File: config.mk
export PLATFORM = sky130hd
export DESIGN_NAME = packet_credit_arbiter
export DESIGN_NICKNAME = d
export VERILOG_FILES = /design/src/rtl/packet_credit_arbiter.sv
export SDC_FILE = /design/constraint.sdc
export NUM_CORES = 1
export LEC_CHECK = 0
export ABC_AREA = 1
export BUFFER_PORTS_ARGS = -buffer_cell sky130_fd_sc_hd__buf_2
export CAP_MARGIN = 25
export CORE_MARGIN = 4
export CORE_UTILIZATION = 44
export DETAILED_ROUTE_END_ITERATION = 12
export PLACE_DENSITY_LB_ADDON = 0.3
export SETUP_SLACK_MARGIN = 0.5
export SLEW_MARGIN = 20
export SYNTH_ARGS = -nofsm -noshare
export SYNTH_HDL_FRONTEND = slang
export SYNTH_SLANG_ARGS = --single-unit
File: constraint.sdc
create_clock -name clk -period 5.6 [get_ports clk]
set_input_delay 0.56 -clock clk [delete_from_list [all_inputs] [get_ports clk]]
set_output_delay 0.56 -clock clk [all_outputs]
set_load 0.1 [all_outputs]
File: src/rtl/packet_credit_arbiter.sv
// Packet-locked round-robin arbiter sharing one output link among CHANNEL_NUMBER
// AXI-Stream ports, with TLAST framing and a downstream credit counter.
//
// state  | meaning
// IDLE   | no port owns the link; registering the round-robin selection
// LOCKED | current_grant owns the link until its TLAST flit is accepted
module packet_credit_arbiter #(
  parameter int CHANNEL_NUMBER       = 5,
  parameter int CHANNEL_NUMBER_WIDTH = $clog2(CHANNEL_NUMBER),
  parameter int DATA_WIDTH           = 32,
  parameter int CREDITS              = 4,
  parameter int CREDIT_WIDTH         = $clog2(CREDITS + 1)
) (
  input  logic                                 clk,
  input  logic                                 rst_n,
  input  logic [CHANNEL_NUMBER-1:0]            in_tvalid,
  input  logic [CHANNEL_NUMBER*DATA_WIDTH-1:0] in_tdata,
  input  logic [CHANNEL_NUMBER-1:0]            in_tlast,
  output logic [CHANNEL_NUMBER-1:0]            in_tready,
  output logic                                 out_tvalid,
  output logic [DATA_WIDTH-1:0]                out_tdata,
  output logic                                 out_tlast,
  input  logic                                 out_tready,
  input  logic                                 credit_return,
  output logic [CHANNEL_NUMBER_WIDTH-1:0]      current_grant,
  output logic                                 grant_valid,
  output logic [CREDIT_WIDTH-1:0]              credits_available,
  output logic                                 credit_overflow
);

  typedef enum logic {IDLE, LOCKED} state_t;

  localparam logic [CREDIT_WIDTH-1:0] CREDIT_FULL = CREDIT_WIDTH'(CREDITS);

  state_t                            state_q, state_d;
  logic [CHANNEL_NUMBER_WIDTH-1:0]   grant_q, grant_d;
  logic [CHANNEL_NUMBER_WIDTH-1:0]   rr_ptr_q, rr_ptr_d;
  logic [CREDIT_WIDTH-1:0]           credits_q, credits_d;
  logic                              overflow_q, overflow_d;
  logic [CREDIT_WIDTH:0]             credit_sum;
  logic [2*CHANNEL_NUMBER-1:0]       req_dbl;
  logic [CHANNEL_NUMBER-1:0]         req_rot;
  logic [CHANNEL_NUMBER_WIDTH-1:0]   sel_idx;
  logic                              sel_found;
  logic                              credit_ok;
  logic                              xfer;

  assign credit_ok         = (credits_q != '0);
  assign xfer              = out_tvalid && out_tready;
  assign current_grant     = grant_q;
  assign grant_valid       = (state_q == LOCKED);
  assign credits_available = credits_q;
  assign credit_overflow   = overflow_q;

  always_ff @(posedge clk) begin
    if (!rst_n) begin
      state_q    <= IDLE;
      grant_q    <= '0;
      rr_ptr_q   <= '0;
      credits_q  <= CREDIT_FULL;
      overflow_q <= 1'b0;
    end else begin
      state_q    <= state_d;
      grant_q    <= grant_d;
      rr_ptr_q   <= rr_ptr_d;
      credits_q  <= credits_d;
      overflow_q <= overflow_d;
    end
  end

  // Rotate requests so bit 0 is rr_ptr; the lowest set bit is the winner.
  always_comb begin
    req_dbl   = {in_tvalid, in_tvalid} >> rr_ptr_q;
    req_rot   = req_dbl[CHANNEL_NUMBER-1:0];
    sel_found = |req_rot;
    sel_idx   = '0;
    for (int k = CHANNEL_NUMBER - 1; k >= 0; k--) begin
      if (req_rot[k]) begin
        if (int'(rr_ptr_q) + k >= CHANNEL_NUMBER)
          sel_idx = CHANNEL_NUMBER_WIDTH'(int'(rr_ptr_q) + k - CHANNEL_NUMBER);
        else
          sel_idx = CHANNEL_NUMBER_WIDTH'(int'(rr_ptr_q) + k);
      end
    end
  end

  always_comb begin
    state_d    = state_q;
    grant_d    = grant_q;
    rr_ptr_d   = rr_ptr_q;
    case (state_q)
      IDLE: begin
        if (sel_found) begin
          state_d = LOCKED;
          grant_d = sel_idx;
        end
      end
      LOCKED: begin
        if (xfer && out_tlast) begin
          state_d  = IDLE;
          rr_ptr_d = (grant_q == CHANNEL_NUMBER_WIDTH'(CHANNEL_NUMBER - 1)) ?
                     '0 : grant_q + CHANNEL_NUMBER_WIDTH'(1);
        end
      end
    endcase

    credit_sum = {1'b0, credits_q} + {{CREDIT_WIDTH{1'b0}}, credit_return}
                 - {{CREDIT_WIDTH{1'b0}}, xfer};
    credits_d  = credit_sum[CREDIT_WIDTH-1:0];
    overflow_d = overflow_q;
    if (credit_sum > {1'b0, CREDIT_FULL}) begin
      credits_d  = CREDIT_FULL;
      overflow_d = 1'b1;
    end
  end

  always_comb begin
    out_tvalid = 1'b0;
    out_tdata  = '0;
    out_tlast  = 1'b0;
    in_tready  = '0;
    if (state_q == LOCKED) begin
      for (int i = 0; i < CHANNEL_NUMBER; i++) begin
        if (CHANNEL_NUMBER_WIDTH'(i) == grant_q) begin
          out_tvalid   = in_tvalid[i] && credit_ok;
          out_tdata    = in_tdata[i*DATA_WIDTH +: DATA_WIDTH];
          out_tlast    = in_tlast[i];
          in_tready[i] = out_tready && credit_ok;
        end
      end
    end
  end

endmodule

# Yosys cells after proc, flatten, opt, wreduce, memory -nomap -nowiden
# Cells that the tools add are included.
# Widths: inputs -> output; s select.
# word_totals
regBits	11
inputBits	174
output_inout_bits	47
word_cells	83
# op_classes
n_addsub	12
n_lt_le_gt_ge	6
eq_ne	5
n_shift	1
mux	38
bitwise_logic	2
reduce_logical	14
# ops
operator	count
$mux 32	6
$mux 3	11
$mux 1	19
$ge 4x3->1 const B	4
$sub 3x3->3 const B	5
$shr 10x3->5	1
$add 3x2->4 const B	2
$logic_and 1x1->1	8
$eq 2x3->1 const A	2
$mux 5	1
$reduce_or 5->1	1
$add 3x1->4	1
$add 3x1->4 const B	1
$add 3x3->4 const B	1
$gt 4x3->1 const B	1
$reduce_and 2->1	2
$sub 4x1->4	1
$add 3x1->3 const B	1
$eq 1x3->1 const A	1
$eq 3x3->1 const A	1
$eq 3x3->1 const B	1
$ge 3x3->1 const B	1
$logic_not 3->1	1
$reduce_bool 3->1	1
other kinds (3)	4

# Depth between registers and ports, before layout
# depth
ltp_word	12
mapped_depth	21
ltp_nobuf	21

# Least setup slack after synthesis
# Ideal clock, no wire load.
# synth_timing
path_type	register to output
from	register grant_q[0], in the netlist current_grant[0]
to	output in_tready[1]
arrival_time_ps	3646
required_ps	5040
setup_slack_ps	1394
path_stages_with_launch	5
path_buffers	1
path_cell_list	dfxtp_1 > ha_1 > inv_2 > clkbuf_1 > nor3_1
# synth_via
elab_chain_cells	3
# synth_lines
item	line	text
start, declared	36	logic [CHANNEL_NUMBER_WIDTH-1:0] grant_q, grant_d;
start signal, assigned	64	grant_q <= grant_d;
$eq 1x3->1	124	if (CHANNEL_NUMBER_WIDTH'(i) == grant_q) begin
$mux 1	124	
$mux 5	122	if (state_q == LOCKED) begin
end, declared	19	output logic [CHANNEL_NUMBER-1:0] in_tready,
# Every way passes these cells.

# Final worst setup path
# layout_timing
from	register grant_q[0], in the netlist current_grant[0]
to	register credits_q[2], in the netlist credits_available[2]
# layout_via
elab_chain_cells	11
word_cells_on_any_way	15
cone_classes	add/sub: 1; order compare: 1; eq/ne: 4; mux: 6; reduce/logical: 3
# layout_lines
item	line	text
$logic_not 3->1	124	
$mux 1 (4 in a row)	124	
$mux 1 (*)	124	
$mux 1 (*)	122	
$logic_and 1x1->1 (*)	49	assign xfer = out_tvalid && out_tready;
$sub 4x1->4 (*)	108	- {{CREDIT_WIDTH{1'b0}}, xfer};
$gt 4x3->1	111	if (credit_sum > {1'b0, CREDIT_FULL}) begin
$reduce_or 2->1 (no line)	-	
end signal, assigned	66	credits_q <= credits_d;
end, declared	38	logic [CREDIT_WIDTH-1:0] credits_q, credits_d;
# Every way passes the cells marked *; elsewhere a longest branch is shown, timed or not.
# A chain may end at the register's enable or synchronous reset.

==> impl_metrics.csv <==
group,metric,value,unit
status,status,"finished clean",
worst_setup_path,cp_cell_sequence,"inv_1 > ha_1 > nand2_2 > nand3_1 > o211ai_1 > nand2_1 > nand3_2 > inv_1 > ha_1 > inv_1 > ha_1 > inv_1 > fa_1 > nand2_1 > nand2_1 > nand2_1 > nor2_1 > inv_1 > or2_2",
timing,worstMarginPinSlew,711.3,ps
yosys,synth-edff-count,0,
worst_setup_path,critPathMaxStageDelay,510,ps
timing,fin_worst_skew,4.307,ps
cts,cts_setup_buffers,0,
cts,cts_sinks,11,
yosys,synth_cell_types,33,
floorplan,ios,221,
floorplan,start_util,0.4647,
yosys,ys_ff_latch,11,
job,cap_violations,0,
finish,drive_gt1_frac,0.3711,
floorplan,die_area,7785,um^2
timing,finalCriticalPeriod,3573,ps
yosys,synth_top_area_share,0.1696,
global_routing,track_usage,0.3011,
floorplan,coreArea,6096,um^2
cts,cts_inserted_buffers,3,
worst_setup_path,critPathRequiredTime,5730,ps
route,drt-initial-drc-count,395,
worst_setup_path,arrival,3700,ps
cts,ctsResizeCount,0,
placement,port_buffers,220,
yosys,async_flop_share,0,
global_routing,grt_overflow,0,
worst_setup_path,critical_path_buf_inv_count,5,
global_routing,grt_antenna_before_repair,0,
worst_setup_path,end_kind,"flip-flop",
floorplan,dieHeight,88.24,um
power_and_ir_drop,power,1.084,mW
placement,dp_slack,2035,ps
route,drc_errors,0,
global_routing,grt_max_degree,49,
placement,dpl.hpwl,10250,um
floorplan,row_count,28,
yosys,yosys_warnings,0,
yosys,synth.most_common_cell,"nand2_1",
yosys,yosysSeqAreaShare,0.07774,
timing,finalSetupViolCount,0,
route,first_pass_iters,5,
timing,fin_crit_sh,0.6381,
yosys,synth.top_cells.by_count,"128 x nand2_1, 88 x nand3_1, 46 x o21ai_0",
cts,cts_root_buffer,"clkbuf_8",
power_and_ir_drop,vdd_drop_max,0.0003531,V
timing,worst_slack,2027,ps
yosys,synthesis.nets,696,
finish,multi_input_area,2322,um^2
cts,clock_path_buffers,2,
floorplan,die_w,88.24,um
finish,num-fill-cells,582,
worst_setup_path,slowest_stage,"nand2_2",
yosys,synth_top_cell_by_area,"nand2_1",
worst_setup_path,crit_top_cell,"inv_1",
timing,fin_tns_setup,0,ps
timing,slew_viol_final,0,
power_and_ir_drop,p_per_area,271.4,nW/um^2
yosys,avgSynthCellArea,5.632,um^2
global_routing,grt_pass1_wl,18760,um
yosys,yosys-top-cells-area,"nand2_1 17%, nand3_1 16%, o211ai_1 9.3%",
global_routing,grt_pass1_vias,4036,
route,drt_wl_total,12960,um
route,dr_total_vias,4500,
yosys,netlist_area,2833,um^2
route,avgRoutedWirePerCell,16.75,um
yosys,synth_ff_type,"dfxtp_1",
timing,hold_viol,0,
finish,fin_util,0.6556,
cts,clkLatencyLatePin,240,ps
worst_setup_path,setup.worst_path.start_class,"flip-flop",
finish,area_growth,41.08,%
timing,clock.fmax,279.9,MHz
cts,tritoncts,"built",
finish,nNetsFinal,892,
worst_setup_path,crit_type,"flip-flop to flip-flop",
worst_setup_path,crit_fanout,36,
route,postRouteAntennaNets,0,
cts,hold_buffers,0,
timing,fin_hold_ws,477.9,ps
cts,htree_levels,1,
placement,gp_congestion,0.9777,
route,drt-vias-per-instance,5.814,
cts,clk_pin_slew,50,ps
finish,seq_area,220.2,um^2
yosys,syn-instance-count,503,
worst_setup_path,cp_top_family,"simple AND/OR/NAND/NOR gates",
timing,maxSlewHeadroom,0.5251,
power_and_ir_drop,p_leak,2.109,nW
timing,rsz0062_at_grt,"false",
min_path,holdCritPathClass,"flip-flop to flip-flop",
==> worst register-to-register path: cells and delay by family, from the launching register on <==
family                     cells  cell delay, ps
DFF                            1             400
AOI/OAI and AO/OA              1             120
adders and majority gates      4            1150
buffers and inverters          5             350
and+or+nand+nor                9            1450
==> state kept, by name (all words and copies together), names as in the netlist <==
name and cells:
credit_overflow 1, grant_valid 1, credits_available 3, current_grant 3
rr_ptr_q 3
==> through the flow <==
step	area, um^2	std cells
after detailed placement	3938	768
after global placement	3910	767
after floorplan	2833	503
after global routing	3994	773
after CTS	3983	772
final	3996	774
==> cells in the final DEF, fill, tap and decap left out, types with 2 or more instances in the layout <==
| master | count |
|---|---|
| ha_1 | 17 |
| nand2_2 | 7 |
| buf_2 | 220 |
| inv_1 | 31 |
| nand3_1 | 88 |
| clkbuf_8 | 3 |
| nand2_1 | 126 |
| nor2_1 | 21 |
| o21ai_0 | 46 |
| xor2_1 | 5 |
| o21ai_2 | 2 |
| dfxtp_1 | 11 |
| o211ai_1 | 35 |
| nor2_2 | 3 |
| a31oi_1 | 31 |
| inv_2 | 4 |
| fa_1 | 2 |
| a21oi_1 | 18 |
| nor3_1 | 3 |
| buf_4 | 5 |
| nand3_2 | 6 |
==> layout make-up <==
class,instances,area share
inverters,36,0.03381
flip-flops and latches,11,0.05510
diodes,1,0.0006262
multi-input cells,420,0.5811
clock buffers,4,0.01127
repair buffers,227,0.2946
well taps,75,0.02348
==> worst paths after layout <==
kind	startpoint	end	slack (ps)	depth (start not counted)
worst min register to register	credit_overflow$_SDFFE_PN0N_	credit_overflow$_SDFFE_PN0N_	480	2
worst min-delay path	credit_overflow$_SDFFE_PN0N_	credit_overflow$_SDFFE_PN0N_	480	2
worst max register to register	current_grant[0]$_SDFFE_PN0P_	credits_available[2]$_SDFF_PP1_	2030	19
worst max-delay path	current_grant[0]$_SDFFE_PN0P_	credits_available[2]$_SDFF_PP1_	2030	19
==> per-layer routing <==
metal  vias up  global-route usage  share of wire
li1       2162                   -              -
met1      1976              0.3501           0.36
met2       313              0.5262           0.49
met3        49             0.04283          0.099
met4         0              0.1703          0.050
met5         -                   0              0
==> where the power goes <==
group / switching (mW) / internal (mW) / total [mW]
Clock: 0.0305 / 0.0500 / 0.0805
Combinational: 0.673 / 0.218 / 0.891
Sequential: 0.0200 / 0.0925 / 0.113
Total: 0.724 / 0.361 / 1.08
==> logic make-up (layout without fill, tap and decap cells) <==
group / count (synthesis) / count (layout) / share of synthesized area
simple gates: 258 / 258 / 0.4095
mux: 1 / 1 / 0.003534
flops: 11 / 11 / 0.07774
xor+xnor: 6 / 6 / 0.01855
compound gates: 136 / 136 / 0.2964
other cells: 0 / 1 / 0
buf+inv: 72 / 267 / 0.1051
fa+ha+maj: 19 / 19 / 0.08922
(Power assumes the default switching activity.)
